`src/rtl/ws_video_timing_gen_pkg.sv`:
```
// Shared constants and types for the WonderSwan HDMI raster timing path.
// The ws_timing_t bundle is what the framebuffer reader and TMDS encoder consume.
package ws_video_timing_gen_pkg;

  localparam int CUSTOM_SCREEN_WIDTH      = 1280;
  localparam int CUSTOM_FRAME_WIDTH       = 1360;
  localparam int CUSTOM_SCREEN_HEIGHT     = 720;
  localparam int CUSTOM_FRAME_HEIGHT      = 746;
  localparam int CUSTOM_HSYNC_PULSE_START = 8;
  localparam int CUSTOM_HSYNC_PULSE_SIZE  = 32;
  localparam int CUSTOM_VSYNC_PULSE_START = 12;
  localparam int CUSTOM_VSYNC_PULSE_SIZE  = 8;
  localparam int CUSTOM_INVERT            = 0;
  localparam int CUSTOM_BIT_WIDTH         = 11;
  localparam int CUSTOM_BIT_HEIGHT        = 10;
  localparam int SCALE                    = 5;
  localparam int COLLEN                   = 80;
  localparam int POWERUPCYCLES            = 1024;

  localparam int WS_SRC_W = 224;
  localparam int WS_SRC_H = 144;

  typedef enum logic {
    IDLE_WAIT = 1'b0,
    RUN       = 1'b1
  } ws_timing_state_t;

  typedef struct packed {
    logic [CUSTOM_BIT_WIDTH-1:0]  hcnt;
    logic [CUSTOM_BIT_HEIGHT-1:0] vcnt;
    logic                         de;
    logic                         hsync;
    logic                         vsync;
    logic                         line_start;
    logic                         frame_start;
    logic                         src_valid;
    logic [7:0]                   src_x;
    logic [7:0]                   src_y;
    logic                         border;
    logic                         running;
  } ws_timing_t;

  // Width of a counter holding 0..n-1, never narrower than one bit.
  function automatic int clog2_min1(input int n);
    return (n > 1) ? $clog2(n) : 1;
  endfunction

endpackage

```
`src/rtl/ws_video_timing_gen_if.sv`:
```
// Raster timing bundle between the timing generator (master) and its
// consumers (slave): framebuffer reader and TMDS encoder.
interface ws_video_timing_gen_if
  import ws_video_timing_gen_pkg::*;
#(
  parameter int HW = CUSTOM_BIT_WIDTH,
  parameter int VW = CUSTOM_BIT_HEIGHT
);

  logic [HW-1:0] hcnt_o;
  logic [VW-1:0] vcnt_o;
  logic          de_o;
  logic          hsync_o;
  logic          vsync_o;
  logic          line_start_o;
  logic          frame_start_o;
  logic          src_valid_o;
  logic [7:0]    src_x_o;
  logic [7:0]    src_y_o;
  logic          border_o;
  logic          running_o;

  modport master (
    output hcnt_o, vcnt_o, de_o, hsync_o, vsync_o, line_start_o,
           frame_start_o, src_valid_o, src_x_o, src_y_o, border_o, running_o
  );

  modport slave (
    input  hcnt_o, vcnt_o, de_o, hsync_o, vsync_o, line_start_o,
           frame_start_o, src_valid_o, src_x_o, src_y_o, border_o, running_o
  );

endinterface

```
`src/rtl/ws_video_timing_gen_scale_counter.sv`:
```
// Modulo-SCALE coordinate counter: turns a stream of output pixels (or lines)
// into source coordinates by counting, so no divider is needed.
// start clears to coordinate 0, advance steps one output unit, else hold.
module ws_scale_counter
  import ws_video_timing_gen_pkg::*;
#(
  parameter int SCALE = 5,
  parameter int CW    = 8
) (
  input  logic          clk,
  input  logic          rst,
  input  logic          start,
  input  logic          advance,
  output logic [CW-1:0] coord
);

  localparam int            SW       = clog2_min1(SCALE);
  localparam logic [SW-1:0] SUB_LAST = SW'(SCALE - 1);

  logic [SW-1:0] sub;

  if (SCALE < 1) begin : g_bad_scale
    $fatal(1, "ws_scale_counter: SCALE must be at least 1");
  end

  // Sub-count output units; bump the coordinate once every SCALE of them.
  always_ff @(posedge clk) begin
    if (rst || start) begin
      sub   <= '0;
      coord <= '0;
    end else if (advance) begin
      if (sub == SUB_LAST) begin
        sub   <= '0;
        coord <= coord + CW'(1);
      end else begin
        sub <= sub + SW'(1);
      end
    end
  end

endmodule

```
`src/rtl/ws_video_timing_gen.sv`:
```
// Pixel-clock raster timing generator for the WonderSwan HDMI path.
// Produces counters, DE, syncs, line/frame strobes and scaled source
// coordinates, all registered and aligned to the same (hcnt, vcnt).
// Optional feature: WS_TIMING_FRAMELOCK_EN adds lock_i, which forces vcnt
// back to 0 at the next line wrap to lock output frames to the WS frame rate.
module ws_video_timing_gen
  import ws_video_timing_gen_pkg::*;
#(
  parameter int H_ACTIVE     = CUSTOM_SCREEN_WIDTH,
  parameter int H_TOTAL      = CUSTOM_FRAME_WIDTH,
  parameter int V_ACTIVE     = CUSTOM_SCREEN_HEIGHT,
  parameter int V_TOTAL      = CUSTOM_FRAME_HEIGHT,
  parameter int HS_START     = CUSTOM_HSYNC_PULSE_START,
  parameter int HS_SIZE      = CUSTOM_HSYNC_PULSE_SIZE,
  parameter int VS_START     = CUSTOM_VSYNC_PULSE_START,
  parameter int VS_SIZE      = CUSTOM_VSYNC_PULSE_SIZE,
  parameter int SYNC_INV     = CUSTOM_INVERT,
  parameter int HW           = CUSTOM_BIT_WIDTH,
  parameter int VW           = CUSTOM_BIT_HEIGHT,
  parameter int SCALE        = ws_video_timing_gen_pkg::SCALE,
  parameter int SRC_W        = WS_SRC_W,
  parameter int SRC_H        = WS_SRC_H,
  parameter int H_OFFSET     = COLLEN,
  parameter int V_OFFSET     = 0,
  parameter int PWRUP_CYCLES = POWERUPCYCLES
) (
  input  logic                  clk,
  input  logic                  rst,
`ifdef WS_TIMING_FRAMELOCK_EN
  input  logic                  lock_i,
`endif
  ws_video_timing_gen_if.master vid
);

  localparam logic [HW-1:0] H_LAST  = HW'(H_TOTAL - 1);
  localparam logic [VW-1:0] V_LAST  = VW'(V_TOTAL - 1);
  localparam logic [HW-1:0] H_ACT   = HW'(H_ACTIVE);
  localparam logic [VW-1:0] V_ACT   = VW'(V_ACTIVE);
  localparam logic [HW-1:0] HS_LO   = HW'(H_ACTIVE + HS_START);
  localparam logic [HW-1:0] HS_LEN  = HW'(HS_SIZE);
  localparam logic [VW-1:0] VS_LO   = VW'(V_ACTIVE + VS_START);
  localparam logic [VW-1:0] VS_LEN  = VW'(VS_SIZE);
  localparam logic [HW-1:0] SX_LO   = HW'(H_OFFSET);
  localparam logic [HW-1:0] SX_LEN  = HW'(SRC_W * SCALE);
  localparam logic [VW-1:0] SY_LO   = VW'(V_OFFSET);
  localparam logic [VW-1:0] SY_LEN  = VW'(SRC_H * SCALE);
  localparam logic          INV     = (SYNC_INV != 0);
  localparam int            WW      = clog2_min1(PWRUP_CYCLES + 1);
  localparam logic [WW-1:0] W_LAST  = WW'((PWRUP_CYCLES > 0) ? PWRUP_CYCLES - 1 : 0);

  if (H_ACTIVE + HS_START + HS_SIZE > H_TOTAL) begin : g_bad_hsync
    $fatal(1, "ws_video_timing_gen: hsync pulse extends past the line");
  end
  if (V_ACTIVE + VS_START + VS_SIZE > V_TOTAL) begin : g_bad_vsync
    $fatal(1, "ws_video_timing_gen: vsync pulse extends past the frame");
  end
  if (H_OFFSET + SRC_W * SCALE > H_ACTIVE) begin : g_bad_src_w
    $fatal(1, "ws_video_timing_gen: scaled source wider than active area");
  end
  if (V_OFFSET + SRC_H * SCALE > V_ACTIVE) begin : g_bad_src_h
    $fatal(1, "ws_video_timing_gen: scaled source taller than active area");
  end
  if (H_TOTAL >= 2 ** HW || V_TOTAL >= 2 ** VW) begin : g_bad_width
    $fatal(1, "ws_video_timing_gen: counter width too small for frame size");
  end

  ws_timing_state_t state_q, state_d;
  logic [WW-1:0]    wait_q, wait_d;
  logic [HW-1:0]    h_q, h_d;
  logic [VW-1:0]    v_q, v_d;
  logic             run_d;
  logic             h_wrap;
  logic             lock_hit;

  logic [HW-1:0]    hs_off, sx_off;
  logic [VW-1:0]    vs_off, sy_off;
  logic             de_d, hs_d, vs_d, sv_d, line_d, frame_d, x_in, y_in;
  logic             x_start, x_adv, y_start, y_adv;

  logic             de_q, hsync_q, vsync_q, line_q, frame_q, sv_q, border_q;
  logic [7:0]       src_x, src_y;

  assign h_wrap = (h_q == H_LAST);

`ifdef WS_TIMING_FRAMELOCK_EN
  logic lock_pend_q;

  // Hold a lock request until the next line wrap consumes it; idle ignores it.
  always_ff @(posedge clk) begin
    if (rst || state_q != RUN || h_wrap) begin
      lock_pend_q <= 1'b0;
    end else if (lock_i) begin
      lock_pend_q <= 1'b1;
    end
  end

  assign lock_hit = lock_pend_q || lock_i;
`else
  assign lock_hit = 1'b0;
`endif

  // Next state and next raster position; outputs below decode this position.
  always_comb begin
    state_d = state_q;
    wait_d  = wait_q;
    h_d     = '0;
    v_d     = '0;
    case (state_q)
      IDLE_WAIT: begin
        if (PWRUP_CYCLES == 0 || wait_q == W_LAST) begin
          state_d = RUN;
        end else begin
          wait_d = wait_q + WW'(1);
        end
      end
      RUN: begin
        if (h_wrap) begin
          h_d = '0;
          v_d = (lock_hit || v_q == V_LAST) ? '0 : v_q + VW'(1);
        end else begin
          h_d = h_q + HW'(1);
          v_d = v_q;
        end
      end
      default: state_d = IDLE_WAIT;
    endcase
    run_d = (state_d == RUN);
  end

  // Decode the next position so the registered outputs line up with it.
  always_comb begin
    hs_off  = h_d - HS_LO;
    vs_off  = v_d - VS_LO;
    sx_off  = h_d - SX_LO;
    sy_off  = v_d - SY_LO;
    x_in    = (sx_off < SX_LEN);
    y_in    = (sy_off < SY_LEN);
    de_d    = run_d && (h_d < H_ACT) && (v_d < V_ACT);
    hs_d    = run_d && (hs_off < HS_LEN);
    vs_d    = run_d && (vs_off < VS_LEN);
    sv_d    = run_d && x_in && y_in;
    line_d  = run_d && (h_d == '0);
    frame_d = line_d && (v_d == '0);
    x_start = !run_d || (h_d == SX_LO);
    x_adv   = run_d && x_in;
    y_start = !run_d || ((h_d == '0) && (v_d == SY_LO));
    y_adv   = run_d && (h_d == '0) && y_in;
  end

  // State, counters and decoded outputs all register on the same edge.
  always_ff @(posedge clk) begin
    if (rst) begin
      state_q  <= IDLE_WAIT;
      wait_q   <= '0;
      h_q      <= '0;
      v_q      <= '0;
      de_q     <= 1'b0;
      hsync_q  <= INV;
      vsync_q  <= INV;
      line_q   <= 1'b0;
      frame_q  <= 1'b0;
      sv_q     <= 1'b0;
      border_q <= 1'b0;
    end else begin
      state_q  <= state_d;
      wait_q   <= wait_d;
      h_q      <= h_d;
      v_q      <= v_d;
      de_q     <= de_d;
      hsync_q  <= hs_d ^ INV;
      vsync_q  <= vs_d ^ INV;
      line_q   <= line_d;
      frame_q  <= frame_d;
      sv_q     <= sv_d;
      border_q <= de_d && !sv_d;
    end
  end

  ws_scale_counter #(.SCALE(SCALE), .CW(8)) u_scale_x (
    .clk     (clk),
    .rst     (rst),
    .start   (x_start),
    .advance (x_adv),
    .coord   (src_x)
  );

  ws_scale_counter #(.SCALE(SCALE), .CW(8)) u_scale_y (
    .clk     (clk),
    .rst     (rst),
    .start   (y_start),
    .advance (y_adv),
    .coord   (src_y)
  );

  assign vid.hcnt_o        = h_q;
  assign vid.vcnt_o        = v_q;
  assign vid.de_o          = de_q;
  assign vid.hsync_o       = hsync_q;
  assign vid.vsync_o       = vsync_q;
  assign vid.line_start_o  = line_q;
  assign vid.frame_start_o = frame_q;
  assign vid.src_valid_o   = sv_q;
  assign vid.src_x_o       = src_x;
  assign vid.src_y_o       = src_y;
  assign vid.border_o      = border_q;
  assign vid.running_o     = (state_q == RUN);

endmodule
```
`src/flat_wrapper.sv`:
```
// flat-port wrapper written by rule: the top's interface ports become plain ports
module ws_video_timing_gen_flat import ws_video_timing_gen_pkg::*;
#(
  parameter int H_ACTIVE     = CUSTOM_SCREEN_WIDTH,
  parameter int H_TOTAL      = CUSTOM_FRAME_WIDTH,
  parameter int V_ACTIVE     = CUSTOM_SCREEN_HEIGHT,
  parameter int V_TOTAL      = CUSTOM_FRAME_HEIGHT,
  parameter int HS_START     = CUSTOM_HSYNC_PULSE_START,
  parameter int HS_SIZE      = CUSTOM_HSYNC_PULSE_SIZE,
  parameter int VS_START     = CUSTOM_VSYNC_PULSE_START,
  parameter int VS_SIZE      = CUSTOM_VSYNC_PULSE_SIZE,
  parameter int SYNC_INV     = CUSTOM_INVERT,
  parameter int HW           = CUSTOM_BIT_WIDTH,
  parameter int VW           = CUSTOM_BIT_HEIGHT,
  parameter int SCALE        = ws_video_timing_gen_pkg::SCALE,
  parameter int SRC_W        = WS_SRC_W,
  parameter int SRC_H        = WS_SRC_H,
  parameter int H_OFFSET     = COLLEN,
  parameter int V_OFFSET     = 0,
  parameter int PWRUP_CYCLES = POWERUPCYCLES
)
  (clk, rst, vid_hcnt_o, vid_vcnt_o, vid_de_o, vid_hsync_o, vid_vsync_o, vid_line_start_o, vid_frame_start_o, vid_src_valid_o, vid_src_x_o, vid_src_y_o, vid_border_o, vid_running_o);
  ws_video_timing_gen_if #(.HW(HW), .VW(VW)) vid_i ();
  input  logic clk;
  input  logic rst;
  output wire logic [$bits(vid_i.hcnt_o)-1:0] vid_hcnt_o;
  output wire logic [$bits(vid_i.vcnt_o)-1:0] vid_vcnt_o;
  output wire logic [$bits(vid_i.de_o)-1:0] vid_de_o;
  output wire logic [$bits(vid_i.hsync_o)-1:0] vid_hsync_o;
  output wire logic [$bits(vid_i.vsync_o)-1:0] vid_vsync_o;
  output wire logic [$bits(vid_i.line_start_o)-1:0] vid_line_start_o;
  output wire logic [$bits(vid_i.frame_start_o)-1:0] vid_frame_start_o;
  output wire logic [$bits(vid_i.src_valid_o)-1:0] vid_src_valid_o;
  output wire logic [$bits(vid_i.src_x_o)-1:0] vid_src_x_o;
  output wire logic [$bits(vid_i.src_y_o)-1:0] vid_src_y_o;
  output wire logic [$bits(vid_i.border_o)-1:0] vid_border_o;
  output wire logic [$bits(vid_i.running_o)-1:0] vid_running_o;
  assign vid_hcnt_o = vid_i.hcnt_o;
  assign vid_vcnt_o = vid_i.vcnt_o;
  assign vid_de_o = vid_i.de_o;
  assign vid_hsync_o = vid_i.hsync_o;
  assign vid_vsync_o = vid_i.vsync_o;
  assign vid_line_start_o = vid_i.line_start_o;
  assign vid_frame_start_o = vid_i.frame_start_o;
  assign vid_src_valid_o = vid_i.src_valid_o;
  assign vid_src_x_o = vid_i.src_x_o;
  assign vid_src_y_o = vid_i.src_y_o;
  assign vid_border_o = vid_i.border_o;
  assign vid_running_o = vid_i.running_o;
  ws_video_timing_gen #(.H_ACTIVE(H_ACTIVE), .H_TOTAL(H_TOTAL), .V_ACTIVE(V_ACTIVE), .V_TOTAL(V_TOTAL), .HS_START(HS_START), .HS_SIZE(HS_SIZE), .VS_START(VS_START), .VS_SIZE(VS_SIZE), .SYNC_INV(SYNC_INV), .HW(HW), .VW(VW), .SCALE(SCALE), .SRC_W(SRC_W), .SRC_H(SRC_H), .H_OFFSET(H_OFFSET), .V_OFFSET(V_OFFSET), .PWRUP_CYCLES(PWRUP_CYCLES)) u_core (.clk(clk), .rst(rst), .vid(vid_i));
endmodule
```
`config.mk`:
```
export PLATFORM = sky130hd
export DESIGN_NAME = ws_video_timing_gen_flat
export DESIGN_NICKNAME = d
export VERILOG_FILES = /design/src/rtl/ws_video_timing_gen_pkg.sv /design/src/rtl/ws_video_timing_gen_if.sv /design/src/rtl/ws_video_timing_gen_scale_counter.sv /design/src/rtl/ws_video_timing_gen.sv /design/src/flat_wrapper.sv
export SDC_FILE = /design/constraint.sdc
export NUM_CORES = 1
export LEC_CHECK = 0
export ABC_CLOCK_PERIOD_IN_PS = 4300
export CAP_MARGIN = 5
export CELL_PAD_IN_SITES_DETAIL_PLACEMENT = 2
export CELL_PAD_IN_SITES_GLOBAL_PLACEMENT = 2
export CORE_AREA = 2 2 107 109
export DETAILED_ROUTE_END_ITERATION = 8
export DIE_AREA = 0 0 109 111
export PLACE_DENSITY_LB_ADDON = 0.1
export SLEW_MARGIN = 10
export SYNTH_ARGS = -nofsm -noshare
export SYNTH_HDL_FRONTEND = slang
export SYNTH_SLANG_ARGS = --single-unit
```
`constraint.sdc`:
```
create_clock -name clk -period 4.3 [get_ports clk]
set_clock_uncertainty 0.05 [all_clocks]
set_input_delay 0.645 -clock clk [delete_from_list [all_inputs] [get_ports clk]]
set_output_delay 0.645 -clock clk [all_outputs]
set_load 0.02 [all_outputs]
```
* After elaboration in Yosys (flattened, before gate mapping)
Cells that the tools add are included.
Storage, ports and cells: output and inout port bits 45, RAM bits 0, ROM bits 0, latch bits 0, bits in registers 62, memories 0
Cells by class: bitwise logic cells 2, div/mod/pow operators 0, multipliers 0, reductions and logical operators 22, magnitude comparators 5, add/subtract/negate cells 10, mux-type cells 9, shift operators 0, equality and inequality tests 6
Operators with widths (number):
- 2-to-1 mux 10 bit | 3
- adder 11 x 1 -> 11 bit (second input constant) | 2
- < comparator 11 bit (second input constant) | 2
- 2-to-1 mux 11 bit | 2
- adder 8 x 1 -> 8 bit (second input constant) | 2
- equality test 11 x 10 -> 1 bit (second input constant) | 1
- equality test 11 bit (second input constant) | 1
- equality test 11 x 7 -> 1 bit (second input constant) | 1
- logical AND 1 bit | 11
- zero test 11 bit | 1
- < comparator 11 x 6 -> 1 bit (second input constant) | 1
- subtractor 11 bit (second input constant) | 1
- subtractor 11 x 7 -> 11 bit (second input constant) | 1
- adder 10 x 1 -> 10 bit (second input constant) | 1
- equality test 10 bit (second input constant) | 1
- zero test 10 bit | 1
- < comparator 10 bit (second input constant) | 1
- < comparator 10 x 4 -> 1 bit (second input constant) | 1
- subtractor 10 bit (second input constant) | 1
- adder 3 x 1 -> 3 bit (second input constant) | 2
- equality test 3 bit (second input constant) | 2
- 2-to-1 mux 3 bit | 2
- AND reduction 2 bit | 3
- logical OR 1 bit | 4
- other kinds (3) | 6

* Depth between registers and ports, before layout
depth in word-level cells 9, gate-level depth with buffers 16, mapped depth without buffers 13

* Hierarchy
From an unflattened synthesis, not the netlist that was laid out.
Second synthesis, totals: cells, all modules 398, area, all modules 3355.7 µm²
Modules (own cells, without submodules):
- ws_video_timing_gen | cells each 288, sequential area each 800.8 µm², instances 1, area each 2362.3 µm²
- ws_scale_counter | cells each 55, sequential area each 220.2 µm², instances 2, area each 496.7 µm²

* Worst setup path before layout
OpenSTA, ideal clock, no wires.
kind register -> register, from register u_core.h_q[5], in the netlist u_core.vid.hcnt_o[5], to register u_core.u_scale_y.coord[7], path buffers 6, path slack 827 ps, period minus slack after synthesis 3473 ps, arrival time 3297 ps, stages on the path, launching flop included 16, cells stage by stage dfxtp_1 -> buf_6 -> or4_4 -> buf_6 -> or3_1 -> buf_2 -> o21ai_2 -> clkbuf_1 -> or2_2 -> clkbuf_1 -> ha_1 -> o221ai_1 -> or4_1 -> nand2_1 -> buf_6 -> a21oi_1
Between the ends: word-level cells in the longest chain between the ends 7, elaborated cells between the ends (all ways) 15
RTL lines:
- from (decl) | RTL line ws_video_timing_gen.sv:69 | logic [HW-1:0] h_q, h_d;
- from (signal assigned) | RTL line ws_video_timing_gen.sv:155 | h_q <= '0;
- from (signal assigned) | RTL line ws_video_timing_gen.sv:167 | h_q <= h_d;
- adder 11 x 1 -> 11 bit or equality test 11 bit (tied branches) | RTL line ws_video_timing_gen.sv:121, ws_video_timing_gen.sv:83
- 2-to-1 mux 11 bit or 2-to-1 mux 10 bit (tied branches) | RTL line ws_video_timing_gen.sv:117 | if (h_wrap) begin
- 2-to-1 mux 11 bit or 2-to-1 mux 10 bit (tied branches) | RTL line ws_video_timing_gen.sv:108 | case (state_q)
- zero test 11 bit or zero test 10 bit (tied branches) | RTL line ws_video_timing_gen.sv:146, ws_video_timing_gen.sv:147
- logical AND 1 bit, on equally long branches | RTL line ws_video_timing_gen.sv:147, ws_video_timing_gen.sv:146
- logical AND 1 bit or logical OR 1 bit (tied branches) | RTL line ws_video_timing_gen.sv:147, ws_video_timing_gen.sv:146
- AND reduction 2 bit (no source line) or logical OR 1 bit (tied branches)
- to (signal assigned) | RTL line ws_video_timing_gen_scale_counter.sv:34 | coord <= coord + CW'(1);
- to (decl) | RTL line ws_video_timing_gen_scale_counter.sv:14 | output logic [CW-1:0] coord
Several ways; a longest one is shown, not always the timed one. A chain may end at the register's enable or synchronous reset.

* Final worst setup path
from register u_core.h_q[5], in the netlist u_core.vid.hcnt_o[5], to register u_core.u_scale_y.sub[2]
Between the ends: word-level cells in the longest chain between the ends 7, elaborated cells between the ends (all ways) 14
RTL lines:
- adder 11 x 1 -> 11 bit or equality test 11 bit (tied branches) | RTL line ws_video_timing_gen.sv:121, ws_video_timing_gen.sv:83
- 2-to-1 mux 11 bit or 2-to-1 mux 10 bit (tied branches) | RTL line ws_video_timing_gen.sv:117
- 2-to-1 mux 11 bit or 2-to-1 mux 10 bit (tied branches) | RTL line ws_video_timing_gen.sv:108
- zero test 11 bit or zero test 10 bit (tied branches) | RTL line ws_video_timing_gen.sv:146, ws_video_timing_gen.sv:147
- logical AND 1 bit | RTL line ws_video_timing_gen.sv:146 | y_start = !run_d || ((h_d == '0) && (v_d == SY_LO));
- logical OR 1 bit | RTL line ws_video_timing_gen.sv:146
- logical OR 1 bit | RTL line ws_video_timing_gen_scale_counter.sv:28 | if (rst || start) begin
- to (signal assigned) | RTL line ws_video_timing_gen_scale_counter.sv:36 | sub <= sub + SW'(1);
- to (decl) | RTL line ws_video_timing_gen_scale_counter.sv:20 | logic [SW-1:0] sub;
Several ways; a longest one is shown, not always the timed one.

==> impl_results.md <==
* Buffers on Ports at 46
* Number of synthesis warnings at 0
* Ratio of cells with drive above 1 in the final layout at 9.231%
* HP Start: u_core.wait_q[10]
* Crit path time final at 3.578 ns
* Die area at 12100 um^2
* Clk slew on worst S/H paths at 0.05 ns
* GPL Wtd Cong at 0.7972
* Initial Util at 31.63%
* Slew margin rel. at 55.28%
* Starting DRC count in detailed routing at 74
* Final Net Count at 469
* Syn Area/Cell at 8.566 um^2
* DIE HEIGHT at 111 um
* Lkg Pwr at 1.373 nW
* Grt ovf at 0
* Worst skew pair latency at 0.34 ns
* CTS max path bufs at 2
* # diodes at 0
* TritonRoute pass-1 iters at 4
* Routed length per placed instance at 17.24 um
* Num CTS Buffers at 9
* Final hold vios at 0
* Syn Nets at 426
* F_max at 0.2795 GHz
* CP endpoint kind: flop
* Synth Area in Compound Gates at 16.14%
* Row cnt at 39
* P&R area growth vs syn at 22.21%
* DRC viols at 0
* Max-slew violation count at 0
* Final core utilization at 38.65%
* Ys async rst share at 0%
* TritonCTS clock tree: yes
* R2R setup slack at 0.72 ns
* Initial antenna violation count at 0
* Simple-gate share of the synthesized area at 26.89%
* Post-synth EDFFs at 0
* Vias in the first global route at 3312
* Worst-Margin Slew at 0.6657 ns
* Largest family of logic cells by synthesized area: simple AND/OR/NAND/NOR gates
* Mux cell area share after synthesis at 1.714%
* Synth Cell Area at 3503 um^2
* Netlist cell types at 61
* Adder-cell share of the synthesized area at 5.357%
* Wire length of the first global-routing pass at 17430 um
* Setup repair bufs after CTS at 0
* Post-synthesis xor/xnor area fraction at 8.000%
* Largest net degree at the start of global routing at 31
* Worst Path Max Fanout at 11
* Crit share post-route at 83.21%
* R2R Path End: u_core.u_scale_y.sub[2]
* Worst hold-check path type: flop to flop
* Max_cap viols at 0
* FF-to-FF path depth at 9
* Status: finished, final reports clean
* Total wire length at 10310 um
* R2R Path Start: u_core.vid.hcnt_o[5]
* Sink Count at 62
* Syn Inst Count at 409
* RSZ-0062 raised after global routing: false
* DP HPWL at 7651 um
* Worst endpoint data arrival time at 3.74 ns
* Register bit total from synthesis at 62
* Final setup TNS at 0 ns
* Clock root cell: clkbuf_16
* Peak VDD IR at 0.1759 mV
* Worst hold path endpoint: u_core.wait_q[10]
* Post-synth top flop: dfxtp_1
* CP startpoint kind: flop
* Crit Path Category: flop to flop
* All-Layer GR Usage at 18.59%
* Hold Buf Count CTS at 0
* Core box area at 11080 um^2
* Via count at 3140
* I/O pin total at 47
* H-tree lvl count at 3
* Avg Vias per Cell at 5.251
* Worst EP required at 4.46 ns
* Post-cts sizing count at 0
* Antenna Nets Post-Route at 0
* # setup viols final at 0
* Seq/Total Area, Yosys at 35.43%
* Hold Path Depth at 1
* Die width at 109 um
* P per Cell Area at 290.3 nW/um^2
[critical path, stage by stage (launching register included)]
cell	delay, ns
dfxtp_1	0.39
or4_4	0.62
nor3_1	0.46
or3_1	0.29
ha_1	0.19
nand3_1	0.12
or2_2	0.33
or4_1	0.55
nand2_1	0.34
nor3_1	0.11
[cells in the mapped netlist, drive strengths merged, types with 5 or more instances]
cell type,count,share of area [%]
mux2i,6,1.7
or3,15,2.8
buf,11,2.9
o21ai,21,3.4
nand3,16,2.3
dfxtp,62,35
and2,5,0.93
or2,6,1.1
nor3b,5,1.1
or4,9,2.1
o31ai,6,1.3
nor3,21,3.0
clkbuf,10,1.9
nand2,32,3.5
xnor2,21,5.3
a21oi,23,3.4
ha,15,5.4
nand4,15,2.7
xor2,11,2.7
nor2,35,3.8
inv,15,1.6
[layer usage]
| metal | track usage (%) | vias to the layer above | wire length [um] |
|---|---|---|---|
| met4 | 6.667 | 0 | 176 |
| li1 | - | 1558 | - |
| met5 | 0 | - | 0 |
| met1 | 23.38 | 1543 | 4778 |
| met3 | 4.056 | 12 | 222 |
| met2 | 30.85 | 27 | 5133 |
[flip-flops by register name (all words and copies together) (netlist names)]
register                  flops
u_core.vid.hsync_o            1
u_core.vid.src_valid_o        1
u_core.vid.line_start_o       1
u_core.wait_q                11
u_core.u_scale_y.coord        8
u_core.vid.border_o           1
u_core.u_scale_x.sub          3
u_core.u_scale_x.coord        8
u_core.vid.hcnt_o            11
u_core.vid.frame_start_o      1
u_core.vid.vcnt_o            10
u_core.vid.running_o          1
u_core.u_scale_y.sub          3
u_core.vid.vsync_o            1
u_core.vid.de_o               1
[report_power, final]
part | switching [mW] | total [mW] | internal (mW) | leakage (nW)
Combinational | 0.00805 | 0.0125 | 0.00444 | 0.745
Clock | 0.254 | 0.650 | 0.397 | 0.128
Sequential | 0.00248 | 0.580 | 0.578 | 0.500
Total | 0.264 | 1.24 | 0.979 | 1.37
[placed cells by master, fill, tap and decap left out, drive strengths merged, types with 2 or more instances in the layout]
cell type / instances
a211o: 2
a211oi: 4
a21o: 2
a21oi: 23
a31o: 2
a31oi: 4
and2: 5
and3: 2
buf: 7
clkbuf: 12
clkdlybuf4s50: 46
clkinv: 2
dfxtp: 62
ha: 15
inv: 15
mux2i: 6
nand2: 32
nand2b: 3
nand3: 16
nand4: 15
nor2: 35
nor2b: 4
nor3: 21
nor3b: 5
nor4: 3
o211ai: 4
o21a: 2
o21ai: 21
o22ai: 3
o31ai: 6
or2: 6
or3: 15
or4: 9
xnor2: 21
xor2: 11
[cells by family after synthesis]
kind of cell | count (synthesis)
compound gates | 81
simple gates | 177
flops | 62
buf+inv | 36
fa+ha+maj | 15
mux | 6
xor+xnor | 32
[per-stage QoR]
stage | cell area, um^2 | power (mW) | hold WS (ns) | setup WS, ns | std cells
3_3_place_gp | 4025 | 0.6046 | 0.4133 | 0.8180 | 584
4_1_cts | 4282 | 1.269 | 0.4320 | 0.6889 | 598
2_1_floorplan | 3503 | 0.5998 | 0.4076 | 0.8273 | 409
5_1_grt | 4282 | 1.299 | 0.4436 | 0.3781 | 598
3_5_place_dp | 4025 | 0.6051 | 0.4245 | 0.7022 | 584
6_report | 4282 | 1.243 | 0.4279 | 0.7221 | 598
[worst max-delay path by stage]
stage	from	endpoint	slack [ns]
3_3_place_gp	u_core.vid.hcnt_o[5]	u_core.u_scale_y.sub[2]	0.82
2_1_floorplan	u_core.vid.hcnt_o[5]	u_core.u_scale_y.coord[7]	0.83
5_1_grt	u_core.vid.hcnt_o[1]	u_core.u_scale_y.sub[2]	0.38
6_report	u_core.vid.hcnt_o[5]	u_core.u_scale_y.sub[2]	0.72
3_5_place_dp	u_core.vid.hcnt_o[5]	u_core.u_scale_y.sub[2]	0.70
4_1_cts	u_core.vid.hcnt_o[5]	u_core.u_scale_y.sub[2]	0.69
[layout make-up]
class / count / area, um^2
Clock buffer: 12 / 246.5
Fill cell: 1269 / 6795
Multi-Input combinational cell: 311 / 2036
Sequential cell: 62 / 1241
Clock inverter: 2 / 10.01
Timing Repair Buffer: 53 / 513.0
Inverter: 15 / 56.30
Tap cell: 143 / 178.9
Note: power is estimated with default switching activity, not from simulation.
